File: config.mk
export PLATFORM = sky130hd
export DESIGN_NAME = busca_instrucao
export DESIGN_NICKNAME = d
export VERILOG_FILES = /design/src/rtl/busca_instrucao_pkg.sv /design/src/rtl/busca_instrucao_contador_pc.sv /design/src/rtl/busca_instrucao.sv
export SDC_FILE = /design/constraint.sdc
export NUM_CORES = 1
export LEC_CHECK = 0
export BUFFER_PORTS_ARGS = -buffer_cell sky130_fd_sc_hd__buf_4
export CAP_MARGIN = 10
export CORE_MARGIN = 3
export CORE_UTILIZATION = 50
export DETAILED_ROUTE_END_ITERATION = 8
export GPL_ROUTABILITY_DRIVEN = 0
export HOLD_SLACK_MARGIN = 0.02
export PLACE_DENSITY = 0.83
export SYNTH_ARGS = -nofsm -noshare
export SYNTH_HDL_FRONTEND = slang
export SYNTH_SLANG_ARGS = --single-unit
File: constraint.sdc
create_clock -name clock -period 3 [get_ports clock]
set_clock_uncertainty 0.1 [all_clocks]
set_input_delay 0.15 -clock clock [delete_from_list [all_inputs] [get_ports clock]]
set_output_delay 0.15 -clock clock [all_outputs]
set_load 0.1 [all_outputs]
File: src/rtl/busca_instrucao_pkg.sv
// Shared processor definitions: field widths, the halt opcode, the fetch-stage
// state encoding and the control-unit state constants.
package busca_instrucao_pkg;

  localparam int P_ADDR_W = 5;
  localparam int P_INST_W = 10;
  localparam int P_OPC_W  = 5;

  localparam logic [P_OPC_W-1:0] P_HALT_OPCODE = 5'b11111;

  typedef enum logic [2:0] {
    FS_IDLE   = 3'd0,
    FS_ISSUE  = 3'd1,
    FS_LATCH  = 3'd2,
    FS_VALID  = 3'd3,
    FS_HALTED = 3'd4
  } fetch_state_t;

  typedef enum logic [1:0] {
    CU_WAIT    = 2'd0,
    CU_DECODE  = 2'd1,
    CU_EXECUTE = 2'd2
  } cu_state_t;

  // The fetch stage is busy whenever it is neither parked nor stopped.
  function automatic logic fetch_busy(input fetch_state_t s);
    return !(s == FS_IDLE || s == FS_HALTED);
  endfunction

endpackage

File: src/rtl/busca_instrucao_contador_pc.sv
// Program counter: synchronous clear, parallel load, increment wrapping
// modulo 2^ADDR_W, otherwise hold.
module contador_pc #(
  parameter int ADDR_W = 5
) (
  input  logic              clock,
  input  logic              reset,
  input  logic              i_load,
  input  logic [ADDR_W-1:0] i_load_val,
  input  logic              i_inc,
  output logic [ADDR_W-1:0] o_pc
);

  logic [ADDR_W-1:0] r_pc;

  always_ff @(posedge clock) begin
    if (reset) begin
      r_pc <= '0;
    end else if (i_load) begin
      r_pc <= i_load_val;
    end else if (i_inc) begin
      r_pc <= r_pc + ADDR_W'(1);
    end
  end

  assign o_pc = r_pc;

endmodule

File: src/rtl/busca_instrucao.sv
// Instruction fetch stage: drives a synchronous ROM from the PC, latches the
// returned word and presents it to the control unit over valid/ready.
module busca_instrucao
  import busca_instrucao_pkg::*;
#(
  parameter int                ADDR_W      = P_ADDR_W,
  parameter int                INST_W      = P_INST_W,
  parameter int                OPC_W       = P_OPC_W,
  parameter logic [OPC_W-1:0]  HALT_OPCODE = P_HALT_OPCODE
) (
  input  logic                    clock,
  input  logic                    reset,
  input  logic                    start,
  output logic [ADDR_W-1:0]       rom_address,
  input  logic [INST_W-1:0]       rom_q,
  output logic                    inst_valid,
  input  logic                    inst_ready,
  output logic [OPC_W-1:0]        inst_opcode,
  output logic [INST_W-OPC_W-1:0] inst_operand,
  output logic [ADDR_W-1:0]       inst_pc,
  input  logic                    jump_en,
  input  logic [ADDR_W-1:0]       jump_target,
  output logic                    busy,
  output logic                    halted
);

  // Handshake: an instruction is transferred on a rising edge where
  // inst_valid and inst_ready are both high; the presented fields hold
  // steady while inst_valid is high and inst_ready is low.

  fetch_state_t              r_state;
  fetch_state_t              w_next_state;
  logic [OPC_W-1:0]          r_opcode;
  logic [INST_W-OPC_W-1:0]   r_operand;
  logic [ADDR_W-1:0]         r_inst_pc;
  logic [ADDR_W-1:0]         w_pc;
  logic                      w_pc_load;
  logic [ADDR_W-1:0]         w_pc_load_val;
  logic                      w_pc_inc;
  logic                      w_handshake;
  logic                      w_is_halt;

  contador_pc #(.ADDR_W(ADDR_W)) u_pc (
    .clock      (clock),
    .reset      (reset),
    .i_load     (w_pc_load),
    .i_load_val (w_pc_load_val),
    .i_inc      (w_pc_inc),
    .o_pc       (w_pc)
  );

  assign w_handshake = (r_state == FS_VALID) && inst_ready;
  assign w_is_halt   = (r_opcode == HALT_OPCODE);

  always_ff @(posedge clock) begin
    if (reset) begin
      r_state <= FS_IDLE;
    end else begin
      r_state <= w_next_state;
    end
  end

  always_comb begin
    w_next_state  = r_state;
    w_pc_load     = 1'b0;
    w_pc_load_val = '0;
    w_pc_inc      = 1'b0;
    case (r_state)
      FS_IDLE: begin
        if (start) begin
          w_next_state = FS_ISSUE;
          w_pc_load    = 1'b1;
        end
      end
      FS_ISSUE: w_next_state = FS_LATCH;
      FS_LATCH: w_next_state = FS_VALID;
      FS_VALID: begin
        if (w_handshake) begin
          // A halt freezes the PC where it is; a jump request with it is dropped.
          if (w_is_halt) begin
            w_next_state = FS_HALTED;
          end else begin
            w_next_state = FS_ISSUE;
            if (jump_en) begin
              w_pc_load     = 1'b1;
              w_pc_load_val = jump_target;
            end else begin
              w_pc_inc = 1'b1;
            end
          end
        end
      end
      FS_HALTED: w_next_state = FS_HALTED;
      default:   w_next_state = FS_IDLE;
    endcase
  end

  // rom_q carries the word addressed during ISSUE by the time we reach LATCH.
  always_ff @(posedge clock) begin
    if (reset) begin
      r_opcode  <= '0;
      r_operand <= '0;
      r_inst_pc <= '0;
    end else if (r_state == FS_LATCH) begin
      r_opcode  <= rom_q[INST_W-1 -: OPC_W];
      r_operand <= rom_q[INST_W-OPC_W-1:0];
      r_inst_pc <= w_pc;
    end
  end

  assign rom_address  = w_pc;
  assign inst_valid   = (r_state == FS_VALID);
  assign inst_opcode  = r_opcode;
  assign inst_operand = r_operand;
  assign inst_pc      = r_inst_pc;
  assign busy         = fetch_busy(r_state);
  assign halted       = (r_state == FS_HALTED);

endmodule

==> run_results.csv <==
group,metric,value,unit
critical_path,critPathBufInv,0,
synth,synth_seq_cells,23,
route,drt_iter0_markers,16,
clock_tree,h-tree-depth,1,
clock_tree,cts_buffers,3,
clock_tree,clock_latency,0.30,ns
route,first_pass_iters,4,
synth,synth.most_common_cell,"nand2_1",
timing,setup_violations,0,
critical_path,crit_chain,"nor3b_2, nand2_1, a21oi_1",
critical_path,slowest_stage,"nor3b_2",
timing,fmax,0.566,GHz
critical_path,endpoint_kind,"flop",
global_route,grt_pass1_vias,963,
run_status,run_status,"completed",
pwr,seqPwrFrac,48.5,%
synth,synth_area,1040,um2
floorplan,ioPinCount,43,
synth,synth_area_leaders,"dfxtp_1, nand2_1, a21oi_1",
clock_tree,cts_tree,"yes",
critical_path,cp.required,3.14,ns
synth,avgSynthCellArea,8.08,um2
synth,synth_ff_type,"dfxtp_1",
critical_path,cpLargestDelayFamily,"simple AND/OR/NAND/NOR gates",
global_route,grt_max_degree,24,
hold_path,worstHoldPathType,"primary input to flop",
pwr,sw_frac_of_total,38.2,%
global_route,grt_overflow,0,
timing,slew_viol_final,0,
global_route,antenna_found_initial,0,
synth,synth_top_area_share,44.2,%
job,maxCapViolCount,0,
cells_and_area,diodes,0,
floorplan,die-area,2670,um2
pwr,p_leak,0.625,nW
route,ant_nets,0,
pwr,power_frac_comb,31.5,%
synth,synth_edf_count,0,
floorplan,core,1840,um2
cells_and_area,fin_nets,199,
cells_and_area,fillCellCount,138,
timing,setup_tns,0,ns
critical_path,start_kind,"flop",
synth,synth_cells,129,
pwr,internal_power,0.433,mW
cells_and_area,stdcell_count,202,
placed_design,io_buffer_count,42,
critical_path,slowest_delay,0.77,ns
clock_tree,clk_pin_slew,0.13,ns
synth,yosys.area.top_type,"dfxtp_1",
timing,rsz0062_at_grt,"false",
timing,timing.final.crit_share,58.9,%
global_route,grtUsageTotal,21.5,%
floorplan,die-height,51.7,um
clock_tree,cts_resized,0,
cells_and_area,area_growth,41.9,%
clock_tree,cts_max_path_buffers,2,
timing,layout_min_cycle_time,1.77,ns
route,wire_per_inst,13.3,um
pwr,clkPwrFrac,20.1,%
timing,slew_headroom,42.3,%
timing,worst_slew_pin_slew,0.861,ns
placed_design,dp_hpwl,1940,um
global_route,grt_first_pass_wirelength,4330,um
clock_tree,clockRootBuffer,"clkbuf_4",
clock_tree,cts_sinks,23,
pwr,power.density,473,nW/um2
synth,synth-seq-area-share,44.2,%
critical_path,arrival,1.90,ns
floorplan,die_w,51.7,um
critical_path,crit_fanout,15,
synth,ys.warnings.count,0,
synth,ys_async_sr_fraction,0,%
synth,synthTopCellsByCount,"nand2_1, dfxtp_1, a21oi_1, nand3_1, buf_2",
floorplan,row_count,15,
critical_path,critical_path_class,"flop to flop",
floorplan,start_util,56.7,%
route,remaining_drc_errors,0,
pwr,ir_worst_vdd,0.000394,V
route,viasPerCell,5.25,
cells_and_area,drive_gt1_share,28.8,%
route,vias,1060,
placed_design,dp_cells,188,
pwr,power_switching,0.267,mW
synth,syn-num-nets,150,
route,wl,2690,um
synth,yosysUniqueCellTypes,33,
timing,hold_viol,0,
==> stage by stage <==
stage / utilization [%] / hold slack, ns / worst slack (ns) / instance area (um2) / power, mW
floorplan: - / 0.115 / 0.727 / 1040 / 0.501
global placement: 73.5 / 0.297 / 1.37 / 1350 / 0.550
detailed placement: 73.5 / 0.309 / 1.23 / 1350 / 0.554
CTS: 80.4 / 0.0600 / 1.21 / 1480 / 0.704
global route: 80.4 / 0.0656 / 1.09 / 1480 / 0.731
finish: 80.4 / 0.0727 / 1.23 / 1480 / 0.700
==> area by class of cell <==
class	count	area, um2	share of cell area [%]
Timing Repair Buffer	52	415	28.1
Clock buffer	3	22.5	1.52
Clock inverter	1	5.00	0.338
Sequential cell	23	460	31.1
Multi-Input combinational cell	96	537	36.3
Tap cell	25	31.3	2.12
Inverter	2	7.51	0.508
==> layout by cell type, fill, tap and decap left out <==
cell type      count
a211oi_1           1
a211oi_2           1
a21oi_1           21
a2bb2oi_1          1
a31oi_1            1
a31oi_4            1
and3_1             2
and3b_1            1
buf_4             42
clkbuf_4           3
clkinv_2           1
dfxtp_1           23
dlygate4sd3_1     10
ha_1               1
inv_1              2
nand2_1           37
nand2b_1           2
nand3_1            6
nand3b_1           1
nand4_1            1
nand4b_2           1
nor2_1             2
nor3_1             3
nor3b_2            1
nor4_1             1
nor4b_2            1
o211ai_1           1
o21ai_0            1
o21bai_1           1
o31ai_1            1
or3_1              2
or3b_1             1
xnor2_1            2
xor2_1             1
==> flip-flops by register name, summed over array words and instances, names as in the netlist <==
signal,count
inst_pc,5
inst_operand,5
inst_opcode,5
u_pc.o_pc,5
r_state,3
==> cell families (layout without fill, tap and decap cells) <==
logic type / after synthesis / after routing / synth area share (%)
fa+ha+maj: 1 / 1 / 1.20
xor+xnor: 3 / 3 / 2.52
compound gates: 30 / 30 / 18.1
simple gates: 62 / 62 / 29.7
buf+inv: 10 / 58 / 4.32
flops: 23 / 23 / 44.2
==> per-layer routing <==
metal	track usage [%]	vias to the layer above	part of all wire (%)	wire, um
li1	-	539	-	-
met1	28.6	480	46	1230
met2	35.0	37	47	1260
met3	4.30	4	6.6	179
met4	6.11	0	1.0	27
met5	0	-	0	0
==> path summary, 6_finish.rpt <==
path | depth (start not counted) | end | slack [ns] | start
worst max register to register | 3 | inst_operand[1] | 1.23 | r_state[1]
worst max-delay path | 3 | inst_operand[1] | 1.23 | r_state[1]
worst min register to register | 2 | inst_operand[3] | 0.37 | inst_operand[3]
worst min-delay path | 3 | r_state[1] | 0.07 | inst_ready
==> worst min-delay path, stage by stage <==
cell	delay (ns)
buf_4	0.10
and3_1	0.15
nor4_1	0.04
==> power by group through the flow <==
stage,Clock [mW],Combinational (mW),Sequential (mW)
2_1_floorplan,0,0.0797,0.421
3_3_place_gp,0,0.205,0.344
3_5_place_dp,0,0.209,0.346
4_1_cts,0.146,0.220,0.339
5_1_grt,0.157,0.232,0.342
6_report,0.141,0.220,0.339
==> repair_timing <==
action | 4_1_cts | 5_1_grt
setup endpoints to repair | 0 | 0
setup buffers | 0 | 0
endpoints found under the hold margin | 10 | 0
hold buffers | 10 | 0
No activity file was read; power rests on OpenSTA's default activity.
